`src/rtl/n_bit_full_adder.sv`:
```
// Parameterised ripple-carry adder with combinational sum/carry/overflow
// and an enabled, asynchronously reset registered copy of those results.
module n_bit_full_adder #(
  parameter int N = 4
) (
  input  logic         clk,
  input  logic         rst_n,
  input  logic         en,
  input  logic [N-1:0] a,
  input  logic [N-1:0] b,
  input  logic         cin,
  output logic [N-1:0] s,
  output logic         cout,
  output logic         ovf,
  output logic [N-1:0] s_q,
  output logic         cout_q,
  output logic         ovf_q,
  output logic         valid_q
);

  logic [N:0] c;

  assign c[0] = cin;

  genvar i;
  generate
    for (i = 0; i < N; i++) begin : g_cell
      logic p;
      assign p        = a[i] ^ b[i];
      assign s[i]     = p ^ c[i];
      assign c[i+1]   = (a[i] & b[i]) | (c[i] & p);
    end
  endgenerate

  // For N = 1, c[N-1] is cin, so this also covers the single-bit case.
  assign cout = c[N];
  assign ovf  = c[N] ^ c[N-1];

  always_ff @(posedge clk or negedge rst_n) begin
    if (!rst_n) begin
      s_q     <= '0;
      cout_q  <= 1'b0;
      ovf_q   <= 1'b0;
      valid_q <= 1'b0;
    end else if (en) begin
      s_q     <= s;
      cout_q  <= cout;
      ovf_q   <= ovf;
      valid_q <= 1'b1;
    end
  end

endmodule

```
`config.mk`:
```
export PLATFORM = sky130hd
export DESIGN_NAME = n_bit_full_adder
export DESIGN_NICKNAME = d
export VERILOG_FILES = /design/src/rtl/n_bit_full_adder.sv
export SDC_FILE = /design/constraint.sdc
export NUM_CORES = 1
export LEC_CHECK = 0
export ABC_AREA = 1
export CORE_AREA = 2 2 39 41
export CTS_BUF_LIST = sky130_fd_sc_hd__clkbuf_16
export CTS_CLUSTER_DIAMETER = 100
export DETAILED_ROUTE_END_ITERATION = 8
export DIE_AREA = 0 0 41 43
export PLACE_DENSITY = 0.78
export SYNTH_ARGS = -nofsm -noshare
export SYNTH_HDL_FRONTEND = slang
export SYNTH_SLANG_ARGS = --single-unit
export TNS_END_PERCENT = 50
```
`constraint.sdc`:
```
create_clock -name clk -period 3.3 [get_ports clk]
set_input_delay 0.66 -clock clk [delete_from_list [all_inputs] [get_ports clk]]
set_output_delay 0.66 -clock clk [all_outputs]
set_load 0.01 [all_outputs]
```
==> impl_metrics.csv, run 1 <==
group,metric,value,unit
run_status,status,"complete, no violations",
floorplanning,fp.dieH,43,um
detailed_routing,drc,0,
sta,tightest_slew,0.3064,ns
global_route,antenna_found_initial,0,
synth,synth_cell_type_count,9,
floorplanning,design.core.area,1384,um^2
worst_setup_path,cp_max_fo,2,
sta,hold_viol_final,0,
detailed_routing,wl_per_cell,9.602,um
global_route,grt_use_total,13.39,%
layout,areaGrowthSynthToFinish,103.0,%
floorplanning,placementRows,14,
pwr,power,0.4259,mW
floorplanning,die-area,1763,um^2
worst_setup_path,cp.arrival,2.58,ns
sta,hold_slack,0.4678,ns
sta,fin_crit,3.238,ns
synth,ys_ff_latch,7,
sta,final.period_utilization,98.12,%
clock_network,clkLatencyLatePin,0.23,ns
clock_network,cts_max_level,1,
global_route,grt_pass1_vias,379,
pwr,ir_worst_vdd,0.2108,mV
sta,clock.fmax,308.8,MHz
layout,num_antenna_cells,0,
place,pre_cts_ws,-0.6392,ns
sta,skew,0,ns
detailed_routing,totalWireLength,893,um
synth,yosysWarnings,0,
layout,nets,94,
pwr,p_leak,0.3826,nW
global_route,grt_max_degree,10,
worst_setup_path,crit_type,"input pin to output pin",
floorplanning,initial_utilization,27.31,%
clock_network,cts_tree,"done",
floorplanning,io_pins,25,
detailed_routing,num_vias,378,
detailed_routing,via_per_inst,4.065,
place,port_buffers,24,
global_route,grt_overflow,0,
clock_network,cts_root_buf,"clkbuf_16",
sta,setup_viol,0,
clock_network,cts_sinks,7,
place,dp_hpwl,633.6,um
synth,netlist_area,377.9,um^2
clock_network,cts_max_path_buffers,2,
sta,slew_headroom,79.51,%
clock_network,numCtsBuffers,3,
detailed_routing,drtAntennaViolNets,0,
worst_setup_path,worstSetupStartpointType,"input pin",
global_route,grt_pass1_wl,1497,um
sta,worst_slack,0.06216,ns
detailed_routing,drt_first_pass_iters,4,
run,drv_cap,0,
pwr,power_density,555.3,nW/um^2
worst_setup_path,endpoint_kind,"output pin",
detailed_routing,drt-initial-drc-count,5,
hold_path,hold_class,"flip-flop to flip-flop",
place,place.gp.congestion,0.6975,
sta,drv_slew,0,
sta,final.setup.tns,0,ns
clock_network,clkSlewWorstSetupHoldPaths,0.03,ns
worst_setup_path,worstPathRequired,2.64,ns
sta,rsz0062_at_grt,"false",
floorplanning,die_w,41,um
synth,synth_nets,57,
layout,drive_gt1_share,31.17,%
synth,seq_area_frac_synth,46.36,%
synth,syn_area_per_cell,9.216,um^2
synth,netlist_instances,41,
timing repair:
action,in CTS,in global routing
hold buffers,0,0
buffers inserted,2,2
gates cloned,0,0
gates resized for setup,23,2
pin swaps,2,5
endpoints found under the setup margin,4,3
synthesized netlist by cell type:
cell     instances  share of area (%)
o21ai_1          3                4.0
nand3_1          1                1.3
nand2_1         13                 13
dfrtp_1          7                 46
inv_2            2                2.0
or2_1            1                1.7
fa_1             4                 21
and2_1           1                1.7
inv_1            9                8.9
kinds of logic (layout without fill, tap and decap cells):
group           count (synthesis)  in the layout  share of synthesized area (%)
compound gates                  3              3                          3.972
fa+ha+maj                       4              4                          21.19
buf+inv                        11             47                          10.93
flops                           7              7                          46.36
simple gates                   16             16                          17.55
power by group:
part           internal [mW]  leakage, nW  switching, mW  total, mW
Clock                  0.157       0.0423         0.0450      0.202
Combinational         0.0707        0.259         0.0486      0.119
Sequential            0.0981       0.0816        0.00614      0.104
Total                  0.326        0.383         0.0997      0.426
state kept, by name, indices dropped and copies added, names as in the netlist:
register and count:
cout_q 1, s_q 4, ovf_q 1, valid_q 1
per-stage QoR:
step / cells / area (um^2) / utilization, %
floorplan: 41 / 377.9 / -
global placement: 85 / 668.1 / 48.28
detailed placement: 85 / 668.1 / 48.28
CTS: 91 / 755.7 / 54.61
global route: 93 / 767.0 / 55.43
finish: 93 / 767.0 / 55.43
per-layer routing:
metal | global-route usage, % | share of wire, % | up-vias | wire [um]
li1 | - | - | 188 | -
met1 | 14.29 | 35 | 170 | 310
met2 | 20.31 | 54 | 15 | 486
met3 | 3.141 | 6.4 | 5 | 57
met4 | 12.00 | 4.3 | 0 | 38
met5 | 0 | 0 | - | 0
critical path, stage by stage:
cell and delay [ns]:
dlygate4sd2_1 0.25, fa_2 0.35, inv_2 0.06, fa_2 0.19
inv_2 0.04, fa_2 0.34, inv_2 0.08, fa_2 0.44
inv_1 0.06, buf_2 0.12
worst paths after layout:
check / start / endpoint / slack (ns) / cells after the start
max: b[0] / s[3] / 0.06 / 10
min: s_q[0]$_DFFE_PN0P_ / s_q[0]$_DFFE_PN0P_ / 0.47 / 2
max reg2reg: valid_q$_DFFE_PN0P_ / valid_q$_DFFE_PN0P_ / 2.60 / 1
min reg2reg: s_q[0]$_DFFE_PN0P_ / s_q[0]$_DFFE_PN0P_ / 0.47 / 2
max in group asynchronous: rst_n / valid_q$_DFFE_PN0P_ / 2.38 / 1
min in group asynchronous: rst_n / cout_q$_DFFE_PN0P_ / 0.69 / 1
placed cells by master, fill, tap and decap left out:
cell type / synthesis / routed
and2_1: 1 / 1
buf_2: 0 / 2
buf_4: 0 / 8
clkbuf_16: 0 / 3
clkbuf_2: 0 / 1
clkdlybuf4s15_1: 0 / 1
clkdlybuf4s50_1: 0 / 16
dfrtp_1: 7 / 7
dlygate4sd2_1: 0 / 4
fa_2: 0 / 4
inv_1: 9 / 6
inv_2: 2 / 6
nand2_1: 13 / 13
nand3_1: 1 / 1
o21ai_1: 3 / 3
or2_1: 1 / 1
layout make-up:
class                           count  area, um^2
Fill cell                         133       616.8
Timing Repair Buffer               32       280.3
Sequential cell                     7       175.2
Multi-Input combinational cell     23       171.4
Clock buffer                        3       75.07
Inverter                           11       41.29
Tap cell                           16       20.02
Clock inverter                      1       3.754
(Power assumes the default switching activity.)
==> run 2: changes to the inputs <==
CAP_MARGIN = 25   (was not set)
clock period = 4.1 ns   (was 3.3 ns; I/O delays follow)
==> impl_metrics.csv, run 2 (synthesis results as in run 1) <==
group,metric,value,unit
floorplanning,fp.dieH,43,um
pwr,p_leak,0.3736,nW
worst_setup_path,regToRegEndpoint,"valid_q$_DFFE_PN0P_",
detailed_routing,num_vias,366,
hold_path,min_to,"s_q[0]$_DFFE_PN0P_",
pwr,power_density,451.0,nW/um^2
layout,drive_gt1_share,19.18,%
floorplanning,die_w,41,um
sta,worst_slack,0.1423,ns
worst_setup_path,cp_max_fo,2,
layout,final_cell_mix,"clkdlybuf4s50_1, nand2_1, inv_1, dfrtp_1, buf_4",
detailed_routing,drtAntennaViolNets,0,
layout,num_antenna_cells,0,
detailed_routing,drc,0,
global_route,grt_max_degree,10,
clock_network,cts_root_buf,"clkbuf_16",
detailed_routing,drt_first_pass_iters,4,
detailed_routing,via_per_inst,4.112,
sta,final.period_utilization,96.53,%
floorplanning,io_pins,25,
place,dp_hpwl,644.3,um
floorplanning,placementRows,14,
floorplanning,die-area,1763,um^2
layout,design_area,752.0,um^2
worst_setup_path,crit_type,"input pin to output pin",
worst_setup_path,r2r_setup_slack,3.39,ns
sta,fin_crit,3.958,ns
detailed_routing,drt-initial-drc-count,3,
place,port_buffers,24,
sta,skew,0,ns
detailed_routing,totalWireLength,875,um
sta,rsz0062_at_grt,"false",
worst_setup_path,worstReg2RegStart,"valid_q$_DFFE_PN0P_",
hold_path,hold_class,"flip-flop to flip-flop",
detailed_routing,wl_per_cell,9.831,um
sta,slew_headroom,80.38,%
sta,hold_slack,0.4710,ns
clock_network,cts_tree,"done",
place,placed_cells_incl_taps,84,
worst_setup_path,reg2reg_depth,1,
global_route,antenna_found_initial,0,
pwr,ir_worst_vdd,0.1537,mV
floorplanning,initial_utilization,27.31,%
layout,regMostFlops,"s_q",
layout,areaGrowthSynthToFinish,99.01,%
global_route,grt_pass1_wl,1545,um
sta,clock.fmax,252.7,MHz
worst_setup_path,endpoint_kind,"output pin",
clock_network,clkLatencyLatePin,0.23,ns
layout,final_common_cell,"clkdlybuf4s50_1",
clock_network,clkSlewWorstSetupHoldPaths,0.03,ns
hold_path,min_from,"s_q[0]$_DFFE_PN0P_",
layout,largest_register_ffs,4,
global_route,grt_overflow,0,
worst_setup_path,cp.arrival,3.14,ns
global_route,grt_pass1_vias,391,
sta,hold_viol_final,0,
place,placed_area,660.6,um^2
clock_network,cts_sinks,7,
place,pre_cts_ws,-0.1689,ns
global_route,grt_use_total,13.91,%
run,drv_cap,0,
clock_network,numCtsBuffers,3,
worst_setup_path,worstSetupStartpointType,"input pin",
place,place.gp.congestion,0.7033,
clock_network,cts_max_path_buffers,2,
sta,setup_viol,0,
worst_setup_path,worstPathRequired,3.28,ns
layout,instances_no_fill,89,
hold_path,hold-path-cell-count,2,
layout,nFillCells,134,
sta,tightest_slew,0.2933,ns
layout,nets,90,
run_status,status,"complete, no violations",
sta,drv_slew,0,
floorplanning,design.core.area,1384,um^2
clock_network,cts_max_level,1,
-- run 2: cell type report --
class / instances / area, um^2 / area share (%)
Timing Repair Buffer: 28 / 267.8 / 35.61
Sequential cell: 7 / 175.2 / 23.29
Clock buffer: 3 / 75.07 / 9.983
Inverter: 11 / 41.29 / 5.491
Clock inverter: 1 / 3.754 / 0.4992
Tap cell: 16 / 20.02 / 2.662
Multi-Input combinational cell: 23 / 168.9 / 22.46
-- run 2: worst max-delay path, cell delays in order --
cell	delay [ns]
clkdlybuf4s50_1	0.43
fa_1	0.39
inv_1	0.08
fa_2	0.19
inv_2	0.04
fa_2	0.35
inv_1	0.11
fa_2	0.43
inv_1	0.06
dlygate4sd2_1	0.25
-- run 2: per-stage QoR --
stage	util, %	setup TNS (ns)	total power, mW
after global routing	54.34	0	0.3581
after CTS	53.25	0	0.3403
after detailed placement	47.74	-0.3667	0.1775
after floorplan	-	0	0.1191
final	54.34	0	0.3391
after global placement	47.74	-0.3167	0.1760
-- run 2: report_power, final --
part / internal [mW] / switching [mW] / total (mW)
Combinational: 0.0547 / 0.0373 / 0.0920
Clock: 0.127 / 0.0361 / 0.163
Sequential: 0.0790 / 0.00529 / 0.0843
Total: 0.260 / 0.0787 / 0.339
-- run 2: routing by layer --
layer / global-route usage [%] / wire [um] / up-vias
li1: - / - / 182
met1: 15.00 / 326 / 170
met2: 20.31 / 485 / 12
met3: 3.141 / 40 / 2
met4: 14.00 / 23 / 0
met5: 0 / 0 / -
-- run 2: worst max-delay path by stage --
stage,startpoint,to,slack (ns),cells after the start
after global placement,a[0],s[3],-0.15,10
after floorplan,a[0],s[3],0.83,8
after global routing,b[0],ovf,0.02,12
after CTS,a[0],s[3],0.09,10
after detailed placement,a[0],s[3],-0.17,10
final,b[0],s[3],0.14,10
-- run 2: what timing repair did --
| action | 4_1_cts | 5_1_grt |
|---|---|---|
| buffers inserted | 0 | 1 |
| gates cloned | 0 | 0 |
| pin swaps | 0 | 2 |
| gates resized for setup | 4 | 4 |
| endpoints found under the setup margin | 3 | 2 |
| hold buffers | 0 | 0 |
